<file path="config.mk">
export PLATFORM = sky130hd
export DESIGN_NAME = istream_buffer
export DESIGN_NICKNAME = d
export VERILOG_FILES = /design/src/rtl/istream_buffer.sv
export SDC_FILE = /design/constraint.sdc
export NUM_CORES = 1
export LEC_CHECK = 0
export CAP_MARGIN = 10
export CELL_PAD_IN_SITES_DETAIL_PLACEMENT = 0
export CELL_PAD_IN_SITES_GLOBAL_PLACEMENT = 1
export CORE_MARGIN = 5
export CORE_UTILIZATION = 51
export DETAILED_ROUTE_END_ITERATION = 8
export PLACE_DENSITY = 0.84
export SETUP_SLACK_MARGIN = 0.02
export SYNTH_ARGS = -nofsm -noshare
export SYNTH_HDL_FRONTEND = slang
export SYNTH_SLANG_ARGS = --single-unit
</file>
<file path="constraint.sdc">
create_clock -name istream_clk -period 5.2 [get_ports istream_clk]
set_input_delay 0.52 -clock istream_clk [delete_from_list [all_inputs] [get_ports istream_clk]]
set_output_delay 0.52 -clock istream_clk [all_outputs]
set_load 0.02 [all_outputs]
</file>
<file path="src/rtl/istream_buffer.sv">
// First-word-fall-through stream buffer: circular storage with registered
// occupancy count, flush, and synchronous reset of pointers/count only.
module istream_buffer #(
  parameter int DATA_WIDTH = 32,
  parameter int DEPTH      = 8
) (
  input  logic                     istream_clk,
  input  logic                     istream_rst,
  input  logic                     istream_valid,
  input  logic [DATA_WIDTH-1:0]    istream_data,
  output logic                     istream_ready,
  output logic                     istream_buff_full,
  output logic                     istream_buff_empty,
  input  logic                     istream_flush,
  output logic                     ostream_valid,
  output logic [DATA_WIDTH-1:0]    ostream_data,
  input  logic                     ostream_ready,
  output logic [$clog2(DEPTH):0]   buff_count
);

  localparam int AW = $clog2(DEPTH);
  localparam int CW = AW + 1;

  logic [DATA_WIDTH-1:0] mem [DEPTH];
  logic [AW-1:0]         wr_ptr;
  logic [AW-1:0]         rd_ptr;
  logic [CW-1:0]         count;
  logic                  push;
  logic                  pop;

  // Flags decode only from the registered count, so ready never depends on ostream_ready.
  assign istream_buff_full  = (count == CW'(DEPTH));
  assign istream_buff_empty = (count == '0);
  assign istream_ready      = ~istream_buff_full;
  assign ostream_valid      = ~istream_buff_empty;
  assign ostream_data       = istream_buff_empty ? '0 : mem[rd_ptr];
  assign buff_count         = count;

  assign push = istream_valid & istream_ready;
  assign pop  = ostream_valid & ostream_ready;

  always_ff @(posedge istream_clk) begin
    if (istream_rst || istream_flush) begin
      wr_ptr <= '0;
      rd_ptr <= '0;
      count  <= '0;
    end else begin
      if (push) wr_ptr <= wr_ptr + AW'(1);
      if (pop)  rd_ptr <= rd_ptr + AW'(1);
      case ({push, pop})
        2'b10:   count <= count + CW'(1);
        2'b01:   count <= count - CW'(1);
        default: count <= count;
      endcase
    end
  end

  // Storage is deliberately not reset; the empty gate hides stale contents.
  always_ff @(posedge istream_clk) begin
    if (push && !istream_rst && !istream_flush)
      mem[wr_ptr] <= istream_data;
  end

endmodule

</file>
# Yosys cells after proc, flatten, opt, wreduce, memory -nomap -nowiden
# Memory sizes are Yosys's and may differ from the RTL's. A register that Yosys moved wholly into a read port is not among the register bits.
# Index checks and enable logic that the tools add are counted.
# classes
n_addsub	4
mul	0
div	0
order_cmp	0
eq_ne	3
shift	0
n_mux	6
bitwise	4
reduce_logical	7
# ops
operator	n
32-bit two-way mux	1
4-bit one-hot mux with 2 select lines	1
3-bit by 1-bit adder with 3-bit output, second input constant	2
3-bit two-way mux	2
4-bit by 1-bit adder with 4-bit output, second input constant	1
4-bit equality test, second input constant	1
4-bit logical NOT	1
4-bit by 1-bit subtractor with 4-bit output, second input constant	1
1-bit bitwise AND	2
2-bit by 1-bit equality test with 1-bit output, second input constant	1
2-bit equality test, second input constant	1
1-bit logical AND	2
1-bit logical NOT	2
1-bit two-way mux	2
1-bit NOT	2
2-bit nonzero test	1
1-bit logical OR	1
# word_totals
register_bits	10
latch_bits	0
ramBits	256
mem_bits_ro	0
in_bits	37
wordCells	28
mem_count	1
# mem_list
name	depth	width	rd	rd_ports_with_merged_regs	write_ports	line_no	rtl
mem	8	32	1	1	1	24	logic [DATA_WIDTH-1:0] mem [DEPTH];

# Depth between registers and ports, before layout
# Gate-level depths: netlist of the first run.
# depth
ltp_word	7
mapped_depth	10
depth_no_buf	9

# Least setup slack after synthesis of the first run
# Ideal clock, no wire load.
# synth_timing
kind	register to register
from	register count[0], in the netlist buff_count[0]
to	memory mem[0][0], enable pin
arrival_time_ns	3.563
required_time_ns	4.739
path_slack_ns	1.175
stages_incl_launch_ff	6
period_less_slack_ns	4.025
cell_sequence	dfxtp_1 or4b_1 buf_2 nand2_2 or3_1 nor3_1
# synth_between
elab_chain_cells	7
# synth_rtl
item	line_no	rtl
from (decl)	27	logic [CW-1:0] count;
from (signal assigned)	51	2'b10: count <= count + CW'(1);
from (signal assigned)	52	2'b01: count <= count - CW'(1);
from (signal assigned)	53	default: count <= count;
4-bit equality test	32	assign istream_buff_full = (count == CW'(DEPTH));
1-bit NOT	34	assign istream_ready = ~istream_buff_full;
named net istream_ready	11	output logic istream_ready,
1-bit bitwise AND	39	assign push = istream_valid & istream_ready;
1-bit logical AND (2 in a row)	60	if (push && !istream_rst && !istream_flush)
1-bit two-way mux	60	
1-bit two-way mux (not written as such)	61	mem[wr_ptr] <= istream_data;
to (decl)	24	
# The timed path passes the listed nets, and every way through them passes these cells.

==> Flow_metrics.wiki, run 1 <==
{| class="wikitable"
! Metric !! Value
|-
| # Post-CTS Setup Buffers || 0
|-
| Share of synthesized area occupied by flip-flops and latches || 76.70%
|-
| Total count of max-transition violations in the final report || 0
|-
| Nets || 615
|-
| Clock latency on the worst-skew pair || 0.52 ns
|-
| Critical path data required time || 4.68 ns
|-
| Placeable core region || 0.02010 mm2
|-
| Startpoint Class || flop
|-
| I/O Pins || 77
|-
| Final antenna diode count || 0
|-
| Largest fanout on the critical path || 39
|-
| Final instance area || 0.01238 mm2
|-
| Ratio of cells with drive above 1 in the final layout || 21.66%
|-
| Maximum number of pins on one net before global-route repair || 40
|-
| Fraction of power spent switching nets || 18.96%
|-
| Standard cell area after detailed placement || 0.01145 mm2
|-
| GR Util met1 || 22.74%
|-
| Clock net sink count || 269
|-
| Proportion of netlist area held by the largest area contributor || 74.18%
|-
| Commonest cells after routing, fill and taps aside || sky130_fd_sc_hd__edfxtp_1, sky130_fd_sc_hd__clkdlybuf4s50_1, sky130_fd_sc_hd__mux4_2
|-
| Yosys reg bits || 269
|-
| Met3 routing resource usage after global routing || 3.919%
|-
| Kind of cell adding the most delay to the critical path || buffers and inverters
|-
| Number of cells on the critical path || 5
|-
| Initial DRT Pass Iterations || 5
|-
| Antenna violations before repair || 1
|-
| Global-route wire length before repair || 30.33 mm
|-
| Switching power summed over all nets || 0.0008709 W
|-
| Library cell with the largest summed area after synthesis || sky130_fd_sc_hd__edfxtp_1
|-
| Category of the critical setup timing path || flop to primary output
|-
| Peak Freq || 271.4 MHz
|-
| Critical path buffer and inverter count || 2
|-
| Post-Syn Nets || 528
|-
| PostCTS Resize Cnt || 0
|-
| Warning count from the yosys run || 0
|-
| Finish-stage setup viols || 0
|-
| Detailed-route wire length per cell || 22.33 um
|-
| Worst supply voltage drop on vdd || 0.2127 mV
|-
| Total clock buffers created by CTS || 26
|-
| Post-synthesis instance area || 0.01036 mm2
|-
| Fin. Hold Viols || 0
|-
| DIE WIDTH || 152.5 um
|-
| CP cell instances || buf_4 -> mux4_2 -> mux2i_1 -> nor2_1 -> clkdlybuf4s50_1
|-
| # DRC || 0
|-
| Final ANT Viol Nets || 0
|-
| Starting density of the core || 51.54%
|-
| Total wirelength of the detailed-routed design || 19.22 mm
|-
| Startpoint of the worst register-to-register path || buff_count[0]
|-
| Multi-input gate area || 0.002320 mm2
|-
| Critical path data arrival time || 3.17 ns
|-
| Peak per-stage delay on the critical path || 0.77 ns
|-
| Maximum clock path buffer count || 3
|-
| Layout-stage area growth over the synthesis result || 19.45%
|-
| Cells after Synth || 485
|-
| Total via count in the routed design || 4,843
|-
| Met2 layer usage reported by global route || 27.86%
|-
| Clock transition at the registers of the reported paths || 0.06 ns
|-
| Max capacitance violation total || 0
|-
| Maximum clock skew at final layout || 0.01219 ns
|-
| Worst slew margin relative to its limit || 20.83%
|-
| Vertical extent of the die || 152.5 um
|-
| Depth of the worst register-to-register path || 4
|-
| Part of the total power dissipated in combinational logic || 4.5%
|-
| Hold-fix buffers at CTS || 0
|-
| Most common cell after layout, fill and taps aside || sky130_fd_sc_hd__edfxtp_1
|-
| Total Negative Setup Slacks || 0 ns
|-
| Overflow after GRT || 0
|-
| Via density || 5.625
|-
| Fillers || 1,378
|-
| Maximum level of the CTS H-tree || 1
|-
| Total routing usage reported by global routing || 16.72%
|-
| Sequential standard cell area || 0.007954 mm2
|-
| Most utilized layer in the global route result || met2
|-
| Worst-margin pin slew || 1.185 ns
|-
| Kind of path behind the tightest hold check || flop to flop
|-
| Die Area || 0.02327 mm2
|-
| Status || finished clean
|-
| Internal cell power || 0.003722 W
|-
| Weighted congestion reported at the end of routability-driven placement || 0.7111
|-
| Minimum clock period after layout || 3.685 ns
|-
| CTS Root Cell || sky130_fd_sc_hd__clkbuf_16
|-
| CTS tree || built
|-
| Setup repair after global routing missed its margin || false
|-
| Kind of end point of the critical path || primary output
|-
| PortBufs || 76
|-
| Final Cycle Share || 70.87%
|-
| Slowest stage cell on the critical path || sky130_fd_sc_hd__dfxtp_2
|-
| Part of the power in registers || 52.1%
|-
| Detailed-placement wirelength estimate || 10.88 mm
|-
| Post-synth cell types || 32
|-
| Mean post-synth cell area || 21.37 um2
|-
| Share of power burned in the clock network || 43.4%
|-
| Vias in the first global route || 5,250
|-
| Slack of the worst reg-to-reg path || 2.54 ns
|-
| Leakage power summed over all cells || 3.784 nW
|-
| # rows || 52
|-
| Starting DRT DRC Count || 293
|-
| Power per unit of standard cell area || 371.0 mW/mm2
|-
| Termination of the worst setup path || ostream_data[20]
|-
| Ranking of synthesized cells by area || sky130_fd_sc_hd__edfxtp_1, sky130_fd_sc_hd__mux4_2, sky130_fd_sc_hd__mux2i_1
|-
| FF-to-FF End || mem[3][21]
|}
-- per-stage QoR --
step | instances | setup slack [ns] | utilization, % | hold WS [ns] | power [W]
6_report | 861 | 1.515 | 61.57 | 0.4982 | 0.004592
3_3_place_gp | 814 | 2.014 | 56.96 | 0.4850 | 0.002640
2_1_floorplan | 485 | 1.175 | - | 0.4847 | 0.002536
4_1_cts | 861 | 1.425 | 61.57 | 0.5041 | 0.004630
5_1_grt | 861 | 1.316 | 61.57 | 0.5331 | 0.004735
3_5_place_dp | 814 | 1.973 | 56.96 | 0.4953 | 0.002647
-- worst min path at each step --
stage | start | to | cells after the start
floorplan | rd_ptr[2] | flop | 2
global placement | buff_count[3] | buff_count[3] | 2
detailed placement | buff_count[3] | buff_count[3] | 2
CTS | buff_count[3] | buff_count[3] | 2
global route | buff_count[3] | buff_count[3] | 2
finish | buff_count[3] | buff_count[3] | 2
-- state kept, by name (all words and copies together) (netlist names), named ones only --
name / flops
mem: 256
wr_ptr: 3
buff_count: 4
rd_ptr: 3
-- worst min-delay path: cells and delay by family (launching register included) --
kind	cells	cell delay, ns
DFF	1	0.34
and+or+nand+nor	1	0.06
AOI/OAI and AO/OA	1	0.05
-- Yosys cell counts --
cell type                    n
sky130_fd_sc_hd__a211oi_1    1
sky130_fd_sc_hd__a21oi_1     4
sky130_fd_sc_hd__and2_4      1
sky130_fd_sc_hd__and4b_1     1
sky130_fd_sc_hd__buf_1       8
sky130_fd_sc_hd__buf_2       5
sky130_fd_sc_hd__buf_4       6
sky130_fd_sc_hd__buf_6       1
sky130_fd_sc_hd__clkbuf_1    4
sky130_fd_sc_hd__clkbuf_2    1
sky130_fd_sc_hd__dfxtp_1    13
sky130_fd_sc_hd__edfxtp_1  256
sky130_fd_sc_hd__fa_1        1
sky130_fd_sc_hd__ha_1        5
sky130_fd_sc_hd__inv_1       5
sky130_fd_sc_hd__mux2i_1    33
sky130_fd_sc_hd__mux4_2     64
sky130_fd_sc_hd__nand2_1     3
sky130_fd_sc_hd__nand2_2     1
sky130_fd_sc_hd__nand2b_1    2
sky130_fd_sc_hd__nand3_1     4
sky130_fd_sc_hd__nand4_1     1
sky130_fd_sc_hd__nor2_1     51
sky130_fd_sc_hd__nor3_1      2
sky130_fd_sc_hd__o21ai_0     1
sky130_fd_sc_hd__o31ai_1     1
sky130_fd_sc_hd__or2_2       1
sky130_fd_sc_hd__or3_1       1
sky130_fd_sc_hd__or4_4       1
sky130_fd_sc_hd__or4b_1      1
sky130_fd_sc_hd__xnor2_2     1
sky130_fd_sc_hd__xor2_1      5
-- routing by layer --
layer,share of wire (%),routed length (um)
met1,41,7960
met2,51,9773
met3,6.0,1146
met4,1.7,328
met5,0.068,13
-- power by group through the flow --
stage          Combinational [W]  Clock [W]  Sequential, W
3_3_place_gp            0.000203          0        0.00244
2_1_floorplan           0.000101          0        0.00244
3_5_place_dp            0.000208          0        0.00244
5_1_grt                 0.000223    0.00212        0.00239
4_1_cts                 0.000209    0.00203        0.00239
6_report                0.000205    0.00200        0.00239
-- logic make-up after synthesis --
| family | count (synthesis) | share of synthesized area, % |
|---|---|---|
| muxes | 97 | 17.10 |
| buffers and inverters | 30 | 1.449 |
| AOI/OAI and AO/OA | 7 | 0.3864 |
| and+or+nand+nor | 70 | 2.995 |
| DFF | 269 | 76.70 |
| xor gates and xnor gates | 6 | 0.5796 |
| adders and majority gates | 6 | 0.7969 |
-- area by class of cell --
| type | count | area share (%) |
|---|---|---|
| timing repair buffer | 84 | 6.631 |
| clock buffer | 30 | 5.549 |
| tap | 270 | 2.729 |
| multi-input combinational | 186 | 18.74 |
| inverter | 5 | 0.1516 |
| clock inverter | 17 | 1.941 |
| sequential | 269 | 64.26 |
Note: power is estimated with default switching activity, not from simulation.
==> inputs of run 2 (changes only) <==
==> constraint.sdc (replaced) <==
create_clock -name istream_clk -period 3.7 [get_ports istream_clk]
set_input_delay 0.37 -clock istream_clk [delete_from_list [all_inputs] [get_ports istream_clk]]
set_output_delay 0.37 -clock istream_clk [all_outputs]
set_load 0.02 [all_outputs]
==> Flow_metrics.wiki, run 2 (synthesis gave the netlist of run 1 again) <==
{| class="wikitable"
! Metric !! Value
|-
| Multi-input gate area || 0.002332 mm2 (was 0.002320 mm2)
|-
| Worst slew margin relative to its limit || 48.98% (was 20.83%)
|-
| Status || finished clean (unchanged)
|-
| Total Negative Setup Slacks || 0 ns (unchanged)
|-
| Total clock buffers created by CTS || 26 (unchanged)
|-
| Sequential standard cell area || 0.007954 mm2 (unchanged)
|-
| Vias in the first global route || 5,360 (was 5,250)
|-
| Ratio of cells with drive above 1 in the final layout || 22.59% (was 21.66%)
|-
| Global-route wire length before repair || 30.68 mm (was 30.33 mm)
|-
| Die Area || 0.02327 mm2 (unchanged)
|-
| Fin. Hold Viols || 0 (unchanged)
|-
| Detailed-route wire length per cell || 22.08 um (was 22.33 um)
|-
| Overflow after GRT || 0 (unchanged)
|-
| Most flops, register || mem (unchanged)
|-
| Total routing usage reported by global routing || 16.81% (was 16.72%)
|-
| Final instance area || 0.01239 mm2 (was 0.01238 mm2)
|-
| DIE WIDTH || 152.5 um (unchanged)
|-
| Starting density of the core || 51.54% (unchanged)
|-
| PortBufs || 76 (unchanged)
|-
| Vertical extent of the die || 152.5 um (unchanged)
|-
| Power per unit of standard cell area || 498.8 mW/mm2 (was 371.0 mW/mm2)
|-
| Category of the critical setup timing path || flop to primary output (unchanged)
|-
| Nets || 626 (was 615)
|-
| Placeable core region || 0.02010 mm2 (unchanged)
|-
| Routed wire length on met2 || 9.858 mm (was 9.773 mm)
|-
| Top metal layer carrying routed signals || met4 (was met5)
|-
| Initial DRT Pass Iterations || 4 (was 5)
|-
| Worst-margin pin slew || 0.7653 ns (was 1.185 ns)
|-
| Fillers || 1,358 (was 1,378)
|-
| Number of flip-flops under the largest register name || 256 (unchanged)
|-
| Critical path data arrival time || 2.77 ns (was 3.17 ns)
|-
| Overall power || 0.006181 W (was 0.004592 W)
|-
| CP cell instances || buf_12 -> mux4_2 -> mux2i_1 -> nor2_1 -> clkdlybuf4s50_1 (was buf_4 -> mux4_2 -> mux2i_1 -> nor2_1 -> clkdlybuf4s50_1)
|-
| Final antenna diode count || 0 (unchanged)
|-
| Hold-fix buffers at CTS || 0 (unchanged)
|-
| Maximum number of pins on one net before global-route repair || 65 (was 40)
|-
| Total wirelength of the detailed-routed design || 19.26 mm (was 19.22 mm)
|-
| Peak Freq || 318.3 MHz
|-
| Leakage power summed over all cells || 3.798 nW (was 3.784 nW)
|-
| Slowest stage cell on the critical path || sky130_fd_sc_hd__mux4_2 (was sky130_fd_sc_hd__dfxtp_2)
|-
| # rows || 52 (unchanged)
|-
| Critical path data required time || 3.33 ns (was 4.68 ns)
|-
| CTS tree || built (unchanged)
|-
| Maximum clock path buffer count || 3 (unchanged)
|-
| Maximum level of the CTS H-tree || 1 (unchanged)
|-
| Minimum clock period after layout || 3.142 ns
|-
| # DRC || 0 (unchanged)
|-
| Wire length the detailed router placed on met1 || 8.244 mm (was 7.960 mm)
|-
| Largest fanout on the critical path || 64 (was 39)
|-
| Final Cycle Share || 84.91%
|-
| Total count of max-transition violations in the final report || 0 (unchanged)
|-
| Setup repair after global routing missed its margin || false (unchanged)
|-
| Finish-stage setup viols || 0 (unchanged)
|-
| Detailed-placement wirelength estimate || 11.48 mm (was 10.88 mm)
|-
| Clock latency on the worst-skew pair || 0.52 ns (about the same)
|-
| Critical path buffer and inverter count || 2 (unchanged)
|-
| Detailed route wirelength on metal3 || 873 um (was 1.146 mm)
|-
| Standard cell area after detailed placement || 0.01157 mm2 (was 0.01145 mm2)
|-
| Total via count in the routed design || 4,848 (was 4,843)
|-
| I/O Pins || 77 (unchanged)
|-
| Weighted congestion reported at the end of routability-driven placement || 0.7540 (was 0.7111)
|-
| Kind of end point of the critical path || primary output (unchanged)
|-
| Final ANT Viol Nets || 0 (unchanged)
|-
| Commonest cells after routing, fill and taps aside || sky130_fd_sc_hd__edfxtp_1, sky130_fd_sc_hd__clkdlybuf4s50_1, sky130_fd_sc_hd__mux4_2 (unchanged)
|-
| Startpoint Class || flop (unchanged)
|-
| Maximum clock skew at final layout || 0.01154 ns (was 0.01219 ns)
|-
| Final WS setup || 0.5582 ns (was 1.515 ns)
|-
| Max capacitance violation total || 0 (unchanged)
|-
| Peak per-stage delay on the critical path || 0.57 ns (was 0.77 ns)
|-
| Worst supply voltage drop on vdd || 0.3239 mV (was 0.2127 mV)
|-
| Kind of cell adding the most delay to the critical path || buffers and inverters (unchanged)
|-
| Clock net sink count || 269 (unchanged)
|-
| Antenna violations before repair || 0 (was 1)
|-
| PostCTS Resize Cnt || 0 (unchanged)
|-
| Kind of path behind the tightest hold check || flop to flop (unchanged)
|-
| Layout-stage area growth over the synthesis result || 19.60% (was 19.45%)
|-
| Most common cell after layout, fill and taps aside || sky130_fd_sc_hd__edfxtp_1 (unchanged)
|-
| Starting DRT DRC Count || 347 (was 293)
|-
| Worst slack after detailed placement || 0.9013 ns (was 1.973 ns)
|-
| Clock transition at the registers of the reported paths || 0.06 ns (about the same)
|-
| CTS Root Cell || sky130_fd_sc_hd__clkbuf_16 (unchanged)
|-
| Via density || 5.560 (was 5.625)
|-
| # Post-CTS Setup Buffers || 0 (unchanged)
|}
[run 2: cell types whose count changed in the layout (fill, tap and decap cells not counted), sizes merged]
cell,change
buf,+11
clkbuf,+6
bufinv,-4
clkinv,-1
clkinvlp,-1
[run 2: area by class of cell]
type                    instances  area share (%)
clock buffers                  36           5.805
clock inverters                11          0.8279
inverters                       5          0.1514
multi-input cells             186           18.82
flip-flops and latches        269           64.18
well taps                     270           2.726
repair buffers                 95           7.491
[run 2: where the power goes]
| part | leakage, nW | switching (W) | internal [W] |
|---|---|---|---|
| clock | 0.408 | 0.00103 | 0.00149 |
| combinational | 0.976 | 0.000160 | 0.000136 |
| sequential | 2.41 | 0.00000866 | 0.00335 |
| total | 3.80 | 0.00120 | 0.00498 |
[run 2: worst paths after layout]
kind,from,to,slack (ns),cells after the start
worst max-delay path,flop,ostream_data[8],0.56,5
worst min-delay path,buff_count[3],buff_count[3],0.52,2
worst max register to register,buff_count[1],buff_count[3],1.21,8
worst min register to register,buff_count[3],buff_count[3],0.52,2
[run 2: worst min-delay path, cell delays in order (launching register included)]
cell and delay [ns]:
sky130_fd_sc_hd__dfxtp_1 0.34, sky130_fd_sc_hd__nand2_1 0.07, sky130_fd_sc_hd__o31ai_1 0.06
[run 2: metrics by stage]
| step | hold WS, ns | utilization, % | cells |
|---|---|---|---|
| finish | 0.5244 | 61.64 | 872 |
| detailed placement | 0.5273 | 57.56 | 825 |
| global route | 0.5643 | 61.64 | 872 |
| floorplan | 0.4689 | - | 485 |
| global placement | 0.5025 | 57.56 | 825 |
| CTS | 0.5366 | 61.64 | 872 |
[run 2: layer usage]
metal,vias up,track usage (%)
met3,23,2.982
li1,2168,-
met5,-,0
met2,123,28.87
met1,2534,23.05
met4,0,3.437
